[src/rtl/cache_pkg.sv]
// Shared C2 bus command encoding, arbiter state type and sizing helper for the
// line-granular memory bus arbiter.
package cache_pkg;

  typedef enum logic [1:0] {
    C2_NOP        = 2'd0,
    C2_RESPONSE   = 2'd1,
    C2_READ_LINE  = 2'd2,
    C2_WRITE_LINE = 2'd3
  } c2_cmd_t;

  typedef enum logic [2:0] {
    ST_IDLE,
    ST_ISSUE,
    ST_WDATA,
    ST_WAIT_RSP,
    ST_RDATA
  } arb_state_t;

  // Bits needed to count 0..value-1, never less than one.
  function automatic int clog2(input int value);
    int w;
    w = 0;
    for (int i = 0; i < 31; i++) begin
      if ((1 << i) < value) w = i + 1;
    end
    return (w < 1) ? 1 : w;
  endfunction

endpackage

[src/rtl/rr_picker2.sv]
// Two-requester round-robin pick: the pointer only matters when both ask.
module rr_picker2 (
  input  logic [1:0] req,
  input  logic       rr_ptr,
  output logic       valid,
  output logic       winner
);

  assign valid  = |req;
  assign winner = (&req) ? rr_ptr : req[1];

endmodule

[src/rtl/mem_bus_arbiter.sv]
// Round-robin arbiter sharing one line-granular C2 memory bus between two caches;
// one line transaction at a time, responses routed only to the owning port.
module mem_bus_arbiter
  import cache_pkg::*;
#(
  parameter int ADDR_W     = 10,
  parameter int DATA_W     = 16,
  parameter int LINE_BEATS = 8
) (
  input  logic                   clk,
  input  logic                   reset,
  input  logic [1:0][1:0]        req_cmd,
  input  logic [1:0][ADDR_W-1:0] req_addr,
  input  logic [1:0][DATA_W-1:0] req_wdata,
  output logic [1:0]             req_gnt,
  output logic [1:0]             req_rsp,
  output logic [DATA_W-1:0]      req_rdata,
  output logic [1:0]             mem_cmd,
  output logic [ADDR_W-1:0]      mem_addr,
  output logic [DATA_W-1:0]      mem_wdata,
  input  logic                   mem_rsp,
  input  logic [DATA_W-1:0]      mem_rdata,
  output logic                   busy,
  output logic                   proto_err,
  output logic [1:0][31:0]       gnt_cnt
);

  localparam int               CNT_W     = clog2(LINE_BEATS);
  localparam logic [CNT_W-1:0] LAST_BEAT = CNT_W'(LINE_BEATS - 1);
  localparam logic [CNT_W-1:0] ONE_BEAT  = CNT_W'(1);

  arb_state_t       state_reg;
  logic             rr_ptr_reg;
  logic             owner_reg;
  logic             is_write_reg;
  logic [CNT_W-1:0] beat_cnt_reg;
  logic [1:0]       req_vec;
  logic             pick_valid;
  logic             pick_winner;

  for (genvar gi = 0; gi < 2; gi++) begin : g_req
    assign req_vec[gi] = (req_cmd[gi] != C2_NOP);
  end

  rr_picker2 u_picker (
    .req    (req_vec),
    .rr_ptr (rr_ptr_reg),
    .valid  (pick_valid),
    .winner (pick_winner)
  );

  // Write beats pass straight through so the requester can advance one beat per cycle.
  always_comb begin
    mem_wdata = '0;
    if (is_write_reg && (state_reg == ST_ISSUE || state_reg == ST_WDATA))
      mem_wdata = req_wdata[owner_reg];
  end

  always_ff @(posedge clk or posedge reset) begin
    if (reset) begin
      state_reg    <= ST_IDLE;
      rr_ptr_reg   <= 1'b0;
      owner_reg    <= 1'b0;
      is_write_reg <= 1'b0;
      beat_cnt_reg <= '0;
      req_gnt      <= '0;
      req_rsp      <= '0;
      req_rdata    <= '0;
      mem_cmd      <= C2_NOP;
      mem_addr     <= '0;
      busy         <= 1'b0;
      proto_err    <= 1'b0;
      gnt_cnt      <= '0;
    end else begin
      req_gnt   <= '0;
      req_rsp   <= '0;
      req_rdata <= '0;
      case (state_reg)
        ST_IDLE: begin
          if (pick_valid) begin
            owner_reg            <= pick_winner;
            is_write_reg         <= (req_cmd[pick_winner] == C2_WRITE_LINE);
            mem_cmd              <= req_cmd[pick_winner];
            mem_addr             <= req_addr[pick_winner];
            req_gnt[pick_winner] <= 1'b1;
            rr_ptr_reg           <= ~pick_winner;
            gnt_cnt[pick_winner] <= gnt_cnt[pick_winner] + 32'd1;
            busy                 <= 1'b1;
            state_reg            <= ST_ISSUE;
          end
        end
        ST_ISSUE: begin
          mem_cmd      <= C2_NOP;
          beat_cnt_reg <= ONE_BEAT;
          state_reg    <= is_write_reg ? ST_WDATA : ST_WAIT_RSP;
        end
        ST_WDATA: begin
          if (beat_cnt_reg == LAST_BEAT) state_reg <= ST_WAIT_RSP;
          else                           beat_cnt_reg <= beat_cnt_reg + ONE_BEAT;
        end
        ST_WAIT_RSP: begin
          if (mem_rsp) begin
            req_rsp[owner_reg] <= 1'b1;
            if (is_write_reg) begin
              busy      <= 1'b0;
              state_reg <= ST_IDLE;
            end else begin
              req_rdata    <= mem_rdata;
              beat_cnt_reg <= ONE_BEAT;
              state_reg    <= ST_RDATA;
            end
          end
        end
        ST_RDATA: begin
          // A gap in the burst simply holds the count; nothing is forwarded.
          if (mem_rsp) begin
            req_rsp[owner_reg] <= 1'b1;
            req_rdata          <= mem_rdata;
            if (beat_cnt_reg == LAST_BEAT) begin
              busy      <= 1'b0;
              state_reg <= ST_IDLE;
            end else begin
              beat_cnt_reg <= beat_cnt_reg + ONE_BEAT;
            end
          end
        end
        default: state_reg <= ST_IDLE;
      endcase
      if (mem_rsp && (state_reg == ST_IDLE || state_reg == ST_ISSUE || state_reg == ST_WDATA))
        proto_err <= 1'b1;
    end
  end

endmodule
[config.mk]
export PLATFORM = sky130hd
export DESIGN_NAME = mem_bus_arbiter
export DESIGN_NICKNAME = d
export VERILOG_FILES = /design/src/rtl/cache_pkg.sv /design/src/rtl/rr_picker2.sv /design/src/rtl/mem_bus_arbiter.sv
export SDC_FILE = /design/constraint.sdc
export NUM_CORES = 1
export LEC_CHECK = 0
export CAP_MARGIN = 20
export CORE_MARGIN = 2
export CORE_UTILIZATION = 45
export DETAILED_ROUTE_END_ITERATION = 10
export PLACE_DENSITY = 0.81
export REMOVE_ABC_BUFFERS = 1
export SLEW_MARGIN = 40
export SYNTH_ARGS = -nofsm -noshare
export SYNTH_HDL_FRONTEND = slang
export SYNTH_SLANG_ARGS = --single-unit
export TNS_END_PERCENT = 100
[constraint.sdc]
create_clock -name clk -period 4.7 [get_ports clk]
set_clock_uncertainty 0.15 [all_clocks]
set_input_delay 0.47 -clock clk [delete_from_list [all_inputs] [get_ports clk]]
set_output_delay 0.47 -clock clk [all_outputs]
set_load 0.01 [all_outputs]
==> results.cfg, run 1 <==
[logic_synthesis]
yosysUniqueCellTypes = 48
syn-cell-area_um2 = 5170
synthTopCellsByArea = dfrtp_1 (52%), xnor2_1 (6.1%), mux2i_1 (5.4%), xor2_1 (4.7%), nand2_1 (4.6%)
synth_edf_count = 0
synthDominantCellAreaShare_pct = 51.8
ys_warn_count = 0
async_reset_ff_share_pct = 100
synthFlopType = dfrtp_1
synth_area_per_cell_um2 = 10.3
synthCells = 502
synth-seq-cells = 107
yosys.area.top_type = dfrtp_1
ys_seq_area_share_pct = 51.8

[timing]
setup_tns_ns = 0
setup_slack_ns = 1.59
rsz0062_at_grt = no
tightest_slew_ns = 0.870
fmax_mhz = 322
hold_violations = 0
hold_ws_ns = 0.317
period_share_pct = 66.1
finalSetupViolCount = 0
slew_violations = 0
slew_headroom_pct = 41.8
timing.final.crit_period_ns = 3.11

[cells_and_area]
largest_reg_flops = 64
layout_common_cells = clkdlybuf4s50_1 (188), dfrtp_1 (106), nand2_1 (63), nor2_1 (46), xnor2_1 (36)
final_nets = 766
top_regs = gnt_cnt x64, req_rdata x16, mem_addr x10
registers.top_by_ff_count = gnt_cnt
syn_to_final_growth_pct = 45.2
antenna_cells = 0
layout-drive-gt1-share_pct = 5.35
final_common_cell = clkdlybuf4s50_1

[pwr]
switching_power_w = 0.00104
swShare_pct = 32.9
power_w = 0.00315
peakVddDrop_v = 0.000281
p_clk_share_pct = 25.7
power_frac_comb_pct = 34.2
power_leakage_nw = 3.25
power_density_nw_per_um2 = 419
power_frac_seq_pct = 40.1
p_int_w = 0.00211

[drt]
drc = 0
num_vias = 4582
ant_nets = 0
drtPass1Iterations = 5
vias_per_cell = 5.49
wire_per_inst_um = 17.0
wl_um = 14200
drt_iter0_drc = 247

[cts]
cts.htree.levels = 3
ctsLongestPathBuffers = 2
cts_resized = 0
clkLatencyLatePin_ns = 0.35
cts_hold_buf = 0
cts_tree = yes
cts_inserted_buffers = 9
cts_setup_buffers = 0
clkTransAtPathRegs_ns = 0.07
clkSinkCount = 107
cts-root-buf = clkbuf_16

[floorplan]
rows = 39
start_util_pct = 45.7
core_um2 = 11300
fp.dieH_um = 111
io_pins = 189
die_w_um = 111
dieArea_um2 = 12400

[grt]
grt.total_usage_pct = 23.4
overflow = 0
grt_pass1_vias = 4612
grt_pass1_wl_um = 23200
antenna_found_initial = 0
grt_max_degree = 84

[critical_path]
cp_max_fo = 8
r2r_start = rr_ptr_reg
worstPathArrival_ns = 3.22
start_kind = input port
critPathKind = input port to register
crit_path_start = req_cmd[0]
endpoint_kind = register
cp.required_ns = 4.82

[flow_run]
cap_violations = 0

[hold_path]
min_from = gnt_cnt[63]
hold_class = register to register

[place]
gp_congestion = 0.895
dp_slack_ns = 1.27
port_buffers = 188
dpl.hpwl_um = 10800

[run_status]
outcome = completed
[path summary, 6_finish.rpt]
kind	cells after the start	to	slack, ns
worst min-delay path	1	gnt_cnt[63]	0.32
worst max-delay path	11	gnt_cnt[28]	1.59
worst max register to register	10	gnt_cnt[28]	1.80
min in group asynchronous	2	mem_addr[1]	0.48
worst min register to register	1	gnt_cnt[63]	0.32
max in group asynchronous	3	gnt_cnt[54]	3.09
[layer usage]
metal / vias to the layer above / wire [um] / share of wire [%] / track usage [%]
met3: 28 / 1120 / 7.9 / 5.47
met4: 0 / 401 / 2.8 / 10.5
met2: 225 / 6870 / 48 / 37.8
met5: - / 0 / 0 / 0
met1: 2206 / 5780 / 41 / 29.9
li1: 2123 / - / - / -
[synth_stat cells (all sizes together) (4+ instances only)]
master / n
nand2: 63
a31oi: 5
buf: 9
a2111oi: 4
nand3: 14
xor2: 28
nand4: 27
o21ai: 18
a21oi: 10
nor4: 11
dfrtp: 107
and3: 13
clkbuf: 9
nor2: 46
and2: 18
mux2i: 28
a211oi: 4
inv: 7
nor3: 13
or3: 5
xnor2: 36
[cell families (layout without fill, tap and decap cells)]
family	count (synthesis)	after routing	synth area share, %
DFF	107	107	51.8
and+or+nand+nor	218	218	21.4
adders and majority gates	3	3	0.726
xor gates and xnor gates	64	64	10.8
AOI/OAI and AO/OA	54	54	7.26
buffers and inverters	26	216	2.15
muxes	30	30	5.85
[power groups by stage]
stage | logic (W) | registers, W | clock network, W
2_1_floorplan | 0.000497 | 0.00130 | 0
3_3_place_gp | 0.00105 | 0.00127 | 0
3_5_place_dp | 0.00109 | 0.00128 | 0
6_report | 0.00108 | 0.00126 | 0.000810
4_1_cts | 0.00109 | 0.00126 | 0.000818
5_1_grt | 0.00118 | 0.00129 | 0.000860
[metrics by stage]
step | std cells | utilization, % | area, um^2
detailed placement | 820 | 63.6 | 7200
floorplan | 484 | - | 5090
finish | 835 | 66.4 | 7510
global route | 835 | 66.4 | 7510
CTS | 835 | 66.4 | 7510
global placement | 820 | 63.5 | 7190
[critical path: stages]
cell,delay (ns)
clkdlybuf4s50_1,0.54
o21ba_2,0.33
nor2_1,0.23
nand2_1,0.10
nand2_1,0.07
ha_1,0.32
and3_1,0.19
and3_1,0.27
nand4_1,0.20
nor4_1,0.32
xor2_1,0.19
[layout make-up]
| cell class | instances | area (um^2) |
|---|---|---|
| clock inverters | 4 | 75.1 |
| well taps | 143 | 179 |
| multi-input cells | 369 | 2380 |
| inverters | 8 | 35.0 |
| flip-flops and latches | 107 | 2680 |
| clock buffers | 11 | 243 |
| fillers | 902 | 3810 |
| repair buffers | 193 | 1920 |
No activity file was read; power rests on OpenSTA's default activity.
==> run 2, diff against run 1 <==
- clock period: 4.7 -> 3.1 ns (I/O delays scaled with it)
==> run 2 against run 1 <==
  * Final area up 1.1%
  * Register-to-register slack worse by 1.5 ns
  * Largest power group unchanged
  * Global-route usage rose by 0.066 points
  * Flip-flop and latch count unchanged
  * Final cell count increased by 1.6%
  * Total power is 51% higher
  * Core utilization rose by 0.73 points
  * Combinational power grew 56%
==> results.cfg, run 2 (synthesized netlist as in run 1, its figures left out) <==
[drt]
met1Wirelength_um = 5980
wl_met3_um = 1070
wl_um = 14100
ant_nets = 0
drtPass1Iterations = 5
drt_iter0_drc = 217
met2_wirelength_um = 6780
vias_per_cell = 5.42
num_vias = 4596
wire_per_inst_um = 16.6
drc = 0
top_layer_used = met4

[critical_path]
timing.rr.end = gnt_cnt[62]
worstPathArrival_ns = 2.38
r2r_start = rr_ptr_reg
ff2ff_setup_slack_ns = 0.29
cp_max_fo = 16
slowest_stage = dfrtp_1
cp.required_ns = 2.64
critPathKind = register to output port
path_cells = xor2_1 -> nand3_1 -> nor2_1 -> clkdlybuf4s50_1
critPathMaxStageDelay_ns = 0.59
ff2ff_path_depth = 10
start_kind = register
endpoint_kind = output port

[timing]
fmax_mhz = 352
rsz0062_at_grt = no
hold_violations = 0
setup_slack_ns = 0.255
finalSetupViolCount = 0
slew_violations = 0
hold_ws_ns = 0.244
tightest_slew_ns = 0.731
period_share_pct = 91.8
timing.final.crit_period_ns = 2.84
slew_headroom_pct = 51.1

[pwr]
power_density_nw_per_um2 = 626
peakVddDrop_v = 0.000444
power_leakage_nw = 3.32

[cts]
ctsLongestPathBuffers = 2
clkLatencyLatePin_ns = 0.35
clkTransAtPathRegs_ns = 0.07
cts_tree = yes
cts.htree.levels = 3
cts-root-buf = clkbuf_16
cts_setup_buffers = 0
cts_inserted_buffers = 9
clkSinkCount = 107
cts_hold_buf = 0
cts_resized = 0

[cells_and_area]
largest_reg_flops = 64
layout_common_cells = clkdlybuf4s50_1 (188), dfrtp_1 (106), nand2_1 (63), nor2_1 (46), xnor2_1 (36)
final_util_pct = 67.1
fin_cells = 848
final_nets = 778
layout-drive-gt1-share_pct = 7.23
final_common_cell = clkdlybuf4s50_1
antenna_cells = 0
registers.top_by_ff_count = gnt_cnt
syn_to_final_growth_pct = 46.8
top_regs = gnt_cnt x64, req_rdata x16, mem_addr x10

[place]
gp_congestion = 0.905
dp_slack_ns = 0.120
placed_cells = 832
dpl.hpwl_um = 10600
port_buffers = 188

[hold_path]
hold_class = input port to asynchronous set/reset pin

[grt]
overflow = 0
grt_max_degree = 49
antenna_found_initial = 0
grt_pass1_vias = 4587
grt.total_usage_pct = 23.4
grt_pass1_wl_um = 23600

[floorplan]
die_w_um = 111
io_pins = 189
rows = 39
fp.dieH_um = 111
start_util_pct = 45.7
core_um2 = 11300
dieArea_um2 = 12400

[flow_run]
cap_violations = 0

[run_status]
outcome = completed
==> run 2: changes by cell type in the layout (fill, tap and decap cells not counted), sizes merged <==
cell,change
buf,+12
bufinv,-1
clkbuf,-2
clkinv,+4
clkinvlp,-2
inv,+2
==> run 2: layout make-up <==
type / instances / area [um^2]
clock buffers: 9 / 225
flip-flops and latches: 107 / 2680
inverters: 8 / 32.5
repair buffers: 205 / 2020
well taps: 143 / 179
clock inverters: 7 / 75.1
fillers: 857 / 3720
multi-input cells: 369 / 2380
==> run 2: power breakdown <==
part / total [W] / internal (W) / switching, W / leakage (nW)
Clock: 0.00116 / 0.000633 / 0.000527 / 0.150
Sequential: 0.00192 / 0.00163 / 0.000289 / 1.43
Combinational: 0.00168 / 0.000890 / 0.000791 / 1.74
==> run 2: critical path: cells and delay by family, from the launching register on <==
kind	cells	cell delay (ns)
simple gates	2	0.71
flops	1	0.59
buf+inv	1	0.57
xor+xnor	1	0.18
==> run 2: metrics by stage <==
step	total power [W]	cell area [um^2]	TNS, ns
floorplan	0.00272	5090	-18.97
global placement	0.00358	7300	0
detailed placement	0.00362	7300	0
CTS	0.00478	7600	0
global route	0.00503	7600	0
finish	0.00476	7600	0
==> run 2: how the worst max path moves through the flow <==
| stage | end | depth (start not counted) | startpoint |
|---|---|---|---|
| after floorplan | beat_cnt_reg[0] | 1 | reset |
| after global placement | gnt_cnt[30] | 11 | req_cmd[3] |
| after detailed placement | gnt_cnt[56] | 11 | req_cmd[2] |
| after CTS | mem_wdata[7] | 4 | state_reg[1] |
| after global routing | gnt_cnt[62] | 10 | rr_ptr_reg |
| final | mem_wdata[7] | 4 | state_reg[1] |
==> run 2: layer usage <==
metal / track usage (%) / vias to the layer above
met5: 0 / -
met4: 7.00 / 0
met3: 4.92 / 17
met2: 38.9 / 209
met1: 31.0 / 2219
li1: - / 2151
